File: src/rtl/alu_exec_unit.sv
// Registered execute-stage ALU with a valid/ready handshake on both sides.
// Define ALU_ITER_SHIFT_EN to run shifts one bit per cycle instead of through a barrel shifter.
module alu_exec_unit #(
  parameter int WIDTH = 32,
  parameter int SHW   = $clog2(WIDTH)
) (
  input  logic             clk,
  input  logic             reset,
  input  logic             in_valid,
  output logic             in_ready,
  input  logic [WIDTH-1:0] SrcA,
  input  logic [WIDTH-1:0] SrcB,
  input  logic [3:0]       ALUControl,
  output logic             out_valid,
  input  logic             out_ready,
  output logic [WIDTH-1:0] ALUResult,
  output logic             Zero
);

  localparam logic [3:0] OP_ADD = 4'b0000;
  localparam logic [3:0] OP_SUB = 4'b0001;
  localparam logic [3:0] OP_AND = 4'b0010;
  localparam logic [3:0] OP_OR  = 4'b0011;
  localparam logic [3:0] OP_SLL = 4'b0100;
  localparam logic [3:0] OP_SLT = 4'b0101;
  localparam logic [3:0] OP_XOR = 4'b0110;
  localparam logic [3:0] OP_SRL = 4'b0111;
  localparam logic [3:0] OP_SRA = 4'b1000;

  logic [WIDTH-1:0] result_q;
  logic             zero_q;
  logic             out_valid_q;
  logic [WIDTH-1:0] res_d;
  logic [SHW-1:0]   amt;
  logic             accept;
  logic             xfer;

  assign amt    = SrcB[SHW-1:0];
  assign accept = in_valid && in_ready;
  assign xfer   = out_valid_q && out_ready;

  // Single-cycle result for everything the unit can finish at the accept edge.
  always_comb begin
    // NOTE: default first so every path assigns res_d and no latch is inferred.
    res_d = '0;
    case (ALUControl)
      OP_ADD: res_d = SrcA + SrcB;
      OP_SUB: res_d = SrcA - SrcB;
      OP_AND: res_d = SrcA & SrcB;
      OP_OR:  res_d = SrcA | SrcB;
      OP_XOR: res_d = SrcA ^ SrcB;
      OP_SLT: res_d = {{(WIDTH-1){1'b0}}, ($signed(SrcA) < $signed(SrcB))};
`ifdef ALU_ITER_SHIFT_EN
      // Only zero-amount shifts finish here; all others go through SHIFT.
      OP_SLL, OP_SRL, OP_SRA: res_d = SrcA;
`else
      OP_SLL: res_d = SrcA << amt;
      OP_SRL: res_d = SrcA >> amt;
      OP_SRA: res_d = $signed(SrcA) >>> amt;
`endif
      default: res_d = '0;
    endcase
  end

`ifdef ALU_ITER_SHIFT_EN
  typedef enum logic {IDLE, SHIFT} state_e;

  state_e           state_q;
  logic [SHW-1:0]   cnt_q;
  logic [WIDTH-1:0] work_q;
  logic [3:0]       op_q;
  logic [WIDTH-1:0] step_d;
  logic             is_shift;

  assign is_shift = (ALUControl == OP_SLL) || (ALUControl == OP_SRL) ||
                    (ALUControl == OP_SRA);
  assign in_ready = (state_q == IDLE) && (!out_valid_q || out_ready);

  always_comb begin
    step_d = {work_q[WIDTH-2:0], 1'b0};
    case (op_q)
      OP_SRL:  step_d = {1'b0, work_q[WIDTH-1:1]};
      OP_SRA:  step_d = {work_q[WIDTH-1], work_q[WIDTH-1:1]};
      default: step_d = {work_q[WIDTH-2:0], 1'b0};
    endcase
  end

  always_ff @(posedge clk or posedge reset) begin
    if (reset) begin
      state_q     <= IDLE;
      out_valid_q <= 1'b0;
      result_q    <= '0;
      zero_q      <= 1'b1;
      cnt_q       <= '0;
      work_q      <= '0;
      op_q        <= '0;
    end else begin
      case (state_q)
        IDLE: begin
          if (accept) begin
            if (is_shift && (amt != '0)) begin
              work_q      <= SrcA;
              cnt_q       <= amt;
              op_q        <= ALUControl;
              out_valid_q <= 1'b0;
              state_q     <= SHIFT;
            end else begin
              // NOTE: non-blocking so every register sees the pre-edge values.
              result_q    <= res_d;
              zero_q      <= (res_d == '0);
              out_valid_q <= 1'b1;
            end
          end else if (xfer) begin
            out_valid_q <= 1'b0;
          end
        end
        SHIFT: begin
          work_q <= step_d;
          cnt_q  <= cnt_q - SHW'(1);
          if (cnt_q == SHW'(1)) begin
            result_q    <= step_d;
            zero_q      <= (step_d == '0);
            out_valid_q <= 1'b1;
            state_q     <= IDLE;
          end
        end
        default: state_q <= IDLE;
      endcase
    end
  end
`else
  assign in_ready = !out_valid_q || out_ready;

  always_ff @(posedge clk or posedge reset) begin
    if (reset) begin
      out_valid_q <= 1'b0;
      result_q    <= '0;
      zero_q      <= 1'b1;
    end else if (accept) begin
      // NOTE: non-blocking so every register sees the pre-edge values.
      result_q    <= res_d;
      zero_q      <= (res_d == '0);
      out_valid_q <= 1'b1;
    end else if (xfer) begin
      out_valid_q <= 1'b0;
    end
  end
`endif

  assign out_valid = out_valid_q;
  assign ALUResult = result_q;
  assign Zero      = zero_q;

endmodule

File: config.mk
export PLATFORM = sky130hd
export DESIGN_NAME = alu_exec_unit
export DESIGN_NICKNAME = d
export VERILOG_FILES = /design/src/rtl/alu_exec_unit.sv
export SDC_FILE = /design/constraint.sdc
export NUM_CORES = 1
export LEC_CHECK = 0
export BUFFER_PORTS_ARGS = -buffer_cell sky130_fd_sc_hd__buf_2
export CORE_UTILIZATION = 54
export CTS_BUF_LIST = sky130_fd_sc_hd__clkbuf_8 sky130_fd_sc_hd__clkbuf_16
export CTS_CLUSTER_SIZE = 30
export DETAILED_ROUTE_END_ITERATION = 8
export GPL_TIMING_DRIVEN = 0
export MAX_ROUTING_LAYER = met4
export PLACE_DENSITY = 0.78
export SYNTH_ARGS = -nofsm -noshare
export SYNTH_HDL_FRONTEND = slang
export SYNTH_SLANG_ARGS = --single-unit
File: constraint.sdc
create_clock -name clk -period 3.92 [get_ports clk]
set_input_delay 0.784 -clock clk [delete_from_list [all_inputs] [get_ports clk]]
set_output_delay 0.784 -clock clk [all_outputs]
set_load 0.02 [all_outputs]
==> summary.md <==
| Metric | Value |
|---|---|
| Worst Hold End | `ALUResult[0]` |
| Detailed Route WL | `59.2 mm` |
| IO Pins | `around 110` |
| Violated checks | `setup timing` |
| Min-delay src | `ALUResult[0]` |
| Fin worst setup slack | `-0.427 ns` |
| Pwr/cell area | `227 nW/um^2` |
| Xor-xnor portion of the synthesized cell area | `0.00559` |
| Status | `complete, but fails checks` |
| Worst Path Required | `4.12 ns` |
| Top delay family on crit path | `compound AO/OA/AOI/OAI gates` |
| Worst-path clk slew | `0.06 ns` |
| RePlAce Congestion | `1.23` |
| R2r startpoint | `out_valid` |
| Syn-to-layout area delta | `21.9%` |
| Die area | `20900 um^2` |
| Post-synthesis mux area share | `0.172` |
| Total track usage | `0.571` |
| Hold path cells | `2` |
| CTS root buffer | `clkbuf_16` |
| Initial Util | `0.558` |
| Grt ovf | `0` |
| Worst-Margin Slew | `1.10 ns` |
| Final Instance Area | `13400 um^2` |
| Seq/Total Area, Yosys | `0.0777` |
| Initial DRC count | `2520` |
| Setup Viol. Count Final | `8` |
| Fraction of registers with async set/reset | `1.00` |
| Max-slew violations | `0` |
| Overall power | `around 0.0030 W` |
| Post-Synthesis Cells | `1487` |
| Core footprint | `around 20000 um^2` |
| # port buffers | `roughly 100` |
| Setup CP Type | `in -> reg` |
| Die height | `145 um` |
| Leakage power | `5.65 nW` |
| Max cap viols | `0` |
| Yosys warns | `0` |
| Synth Area in Simple Gates | `0.219` |
| DP HPWL | `between 40 and 50 mm` |
| Largest net degree at the start of global routing | `35` |
| Critical path arrival | `between 4 and 5 ns` |
| CP Cell Sequence | `buf_8 > buf_8 > buf_12 > inv_8 > buf_12 > ha_4 > a211oi_4 > buf_4 > nor3_1 > a211o_1 > a21oi_4 > o211ai_1 > a2111oi_4 > and4_1 > and4b_1 > and4_4 > nand4_1 > o41ai_2` |
| Compound-Gate Fraction of Synth Area | `0.326` |
| Final hold slack | `0.479 ns` |
| Routed vias | `14900` |
| R2R Path End | `Zero` |
| RSZ-0062 raised after global routing | `true` |
| Layout cells sized above 1 | `0.272` |
| Sink Count | `34` |
| Initial antenna violation count | `1` |
| Antenna Violating Nets Remaining | `0` |
| Vias in the first global route | `13200` |
| Adder-cell share of the synthesized area | `0.114` |
| Critical Path End Type | `flip-flop` |
| Synthesized area per cell | `7.37 um^2` |
| Fmax | `0.230 GHz` |
| First-pass GRT wire length | `84.2 mm` |
| Chip width | `145 um` |
| Final core occ | `0.680` |
| Site Rows | `slightly above 50` |
| Total negative slack | `-1.52 ns` |
| Endpoints failing hold | `0` |
| Critical path launch point type | `input pin` |
| Minimum clock period | `4.35 ns` |
| Relative slew slack | `0.263` |
| Fin crit share | `1.11` |
| Number of synthesized flops with an enable pin | `0` |
| Worst setup slack for register-to-register paths | `1.07 ns` |
| Top_reg_cell synth | `dfrtp_1` |
| Worst-Skew Late Latency | `0.29 ns` |
| Peak supply drop | `about 0.00017 V` |
| Largest stage delay, worst path | `0.38 ns` |
| Fill cells | `1669` |
| Avg WL per Cell | `30.7 um` |
| CTS tree | `yes` |
| Clock H-tree levels | `2` |
| Distinct cells, synth | `around 100` |
| Post-Syn Area | `roughly 11000 um^2` |
| Main combinational cell family by area after synthesis | `compound AO/OA/AOI/OAI gates` |
| Fin nets | `roughly 1800` |
| Largest fanout on the critical path | `8` |
| R2R depth | `10` |
| Slowest CP cell | `a2111oi_4` |
| Hold Path Class | `reg -> reg` |
| Drt drc | `0` |
| Buf/Inv on CP | `6` |
| Syn nets | `1658` |
| Layout Skew | `0.00755 ns` |
| Cts bufs inserted | `5` |
| #FFs+latches synth | `34` |
| Via density | `between 7 and 8` |
| Drt pass-1 iters | `8` |
| Clock Tree Buf Depth | `2` |
| Area post-placement | `12000 um^2` |
-- worst min-delay path: cells and delay by family (launching register included) --
family	cells	cell delay, ns
AOI/OAI and AO/OA	1	0.06
DFF	1	0.33
and+or+nand+nor	1	0.05
-- cell usage after synthesis (6+ instances only) --
| library cell | count | share of area |
|---|---|---|
| a2111oi_0 | 7 | 0.0056 |
| a211o_1 | 9 | 0.0072 |
| a211oi_1 | 24 | 0.016 |
| a21o_1 | 23 | 0.016 |
| a21oi_1 | 93 | 0.042 |
| a221o_1 | 9 | 0.0082 |
| a221oi_1 | 18 | 0.014 |
| a22oi_1 | 13 | 0.0089 |
| a31oi_1 | 30 | 0.017 |
| and2_1 | 9 | 0.0051 |
| and3_1 | 7 | 0.0040 |
| buf_1 | 11 | 0.0038 |
| buf_2 | 34 | 0.016 |
| buf_4 | 7 | 0.0048 |
| clkbuf_1 | 56 | 0.019 |
| dfrtp_1 | 33 | 0.075 |
| ha_1 | 97 | 0.11 |
| inv_1 | 88 | 0.030 |
| mux2_2 | 37 | 0.038 |
| mux2i_1 | 44 | 0.040 |
| mux4_2 | 43 | 0.088 |
| nand2_1 | 155 | 0.053 |
| nand2b_1 | 24 | 0.014 |
| nand3_1 | 33 | 0.015 |
| nand4_1 | 12 | 0.0068 |
| nor2_1 | 142 | 0.049 |
| nor2b_1 | 20 | 0.011 |
| nor3_1 | 32 | 0.015 |
| nor4_1 | 12 | 0.0068 |
| o2111ai_1 | 6 | 0.0048 |
| o211ai_1 | 33 | 0.023 |
| o21ai_0 | 83 | 0.038 |
| o21ai_1 | 8 | 0.0037 |
| o21bai_1 | 10 | 0.0068 |
| o221ai_1 | 16 | 0.013 |
| o22a_1 | 11 | 0.0088 |
| o22ai_1 | 42 | 0.024 |
| o31ai_1 | 13 | 0.0089 |
| or2_2 | 6 | 0.0034 |
| or3_1 | 9 | 0.0051 |
-- per-stage QoR --
step / cells / worst slack [ns]
after detailed placement: 1858 / -1.77
after global routing: 1925 / -0.525
after floorplan: 1487 / -0.106
final: 1925 / -0.427
after CTS: 1887 / -0.272
after global placement: 1856 / -1.76
-- placed cells by master (no fill, tap or decap), types with 8 or more instances in the layout --
cell      synthesis  final
buf_12            2      8
dfrtp_1          33     33
o21ai_1           8     12
a221oi_1         18     13
nor3_1           32     29
a21oi_1          93     85
mux4_2           43     43
buf_4             7     70
nand2_1         155    151
mux2i_1          44     41
o221ai_1         16     14
clkbuf_2          0     15
nor2b_1          20     19
nor4_1           12      8
o21bai_1         10      9
a21o_1           23     22
nand3_1          33     31
o22ai_1          42     40
nor2_1          142    139
a221o_1           9      9
a211oi_1         24     17
o211ai_1         33     33
nand4_1          12     12
inv_1            88     82
clkbuf_1         56     37
a22oi_1          13     13
mux2_2           37     36
buf_2            34    122
a31oi_1          30     21
and2_1            9      9
a211o_1           9      9
nand2b_1         24     24
ha_1             97     92
buf_6             5      8
o21ai_0          83     75
o22a_1           11     11
-- state kept, by name, summed over array words and instances (netlist names) --
register,flops
ALUResult,32
Zero,1
out_valid,1
-- repair_timing --
action                     CTS  global route
pin swaps                   24            45
setup endpoints to repair   23            14
cloned                       0             0
setup buffers               23            39
gates resized for setup     88           109
hold buffers                 0             0
-- cells by family (layout without fill, tap and decap cells) --
group           Yosys count  after routing
other cells               0              1
flops                    34             34
fa+ha+maj                99             99
xor+xnor                  7              7
simple gates            499            499
buf+inv                 208            380
compound gates          513            513
mux                     127            127
-- how the worst max path moves through the flow --
| stage | startpoint | slack (ns) | to | depth (start not counted) |
|---|---|---|---|---|
| final | SrcB[2] | -0.43 | Zero | 18 |
| after global routing | SrcB[2] | -0.53 | Zero | 18 |
| after CTS | SrcB[0] | -0.27 | Zero | 18 |
| after detailed placement | SrcB[3] | -1.77 | Zero | 16 |
| after global placement | SrcB[4] | -1.76 | Zero | 17 |
| after floorplan | SrcB[1] | -0.11 | ALUResult[29] | 17 |
-- area by class of cell --
| class | count | area [um^2] | area share |
|---|---|---|---|
| timing repair buffer | 168 | 1050 | 0.0787 |
| clock inverter | 2 | 12.5 | 0.000936 |
| inverter | 91 | 374 | 0.0280 |
| antenna | 1 | 2.50 | 0.000187 |
| clock buffer | 6 | 139 | 0.0104 |
| buffer | 113 | 731 | 0.0546 |
| multi-input combinational | 1245 | 9880 | 0.739 |
| tap | 265 | 332 | 0.0248 |
| sequential | 34 | 852 | 0.0637 |
-- report_power, final --
part	switching, W	internal, W	total, W
clock network	0.000165	0.000252	0.000417
registers	0.0000377	0.000422	0.000460
logic	0.00138	0.000775	0.00216
-- routing by layer --
layer	vias up	share of wire	routed length, um	GRT usage
li1	6004	-	-	-
met3	441	0.18	10400	0.247
met2	1621	0.39	23000	0.773
met4	0	0.086	5060	0.348
met1	6813	0.35	20700	0.690
met5	-	0	0	-
(Power assumes the default switching activity.)
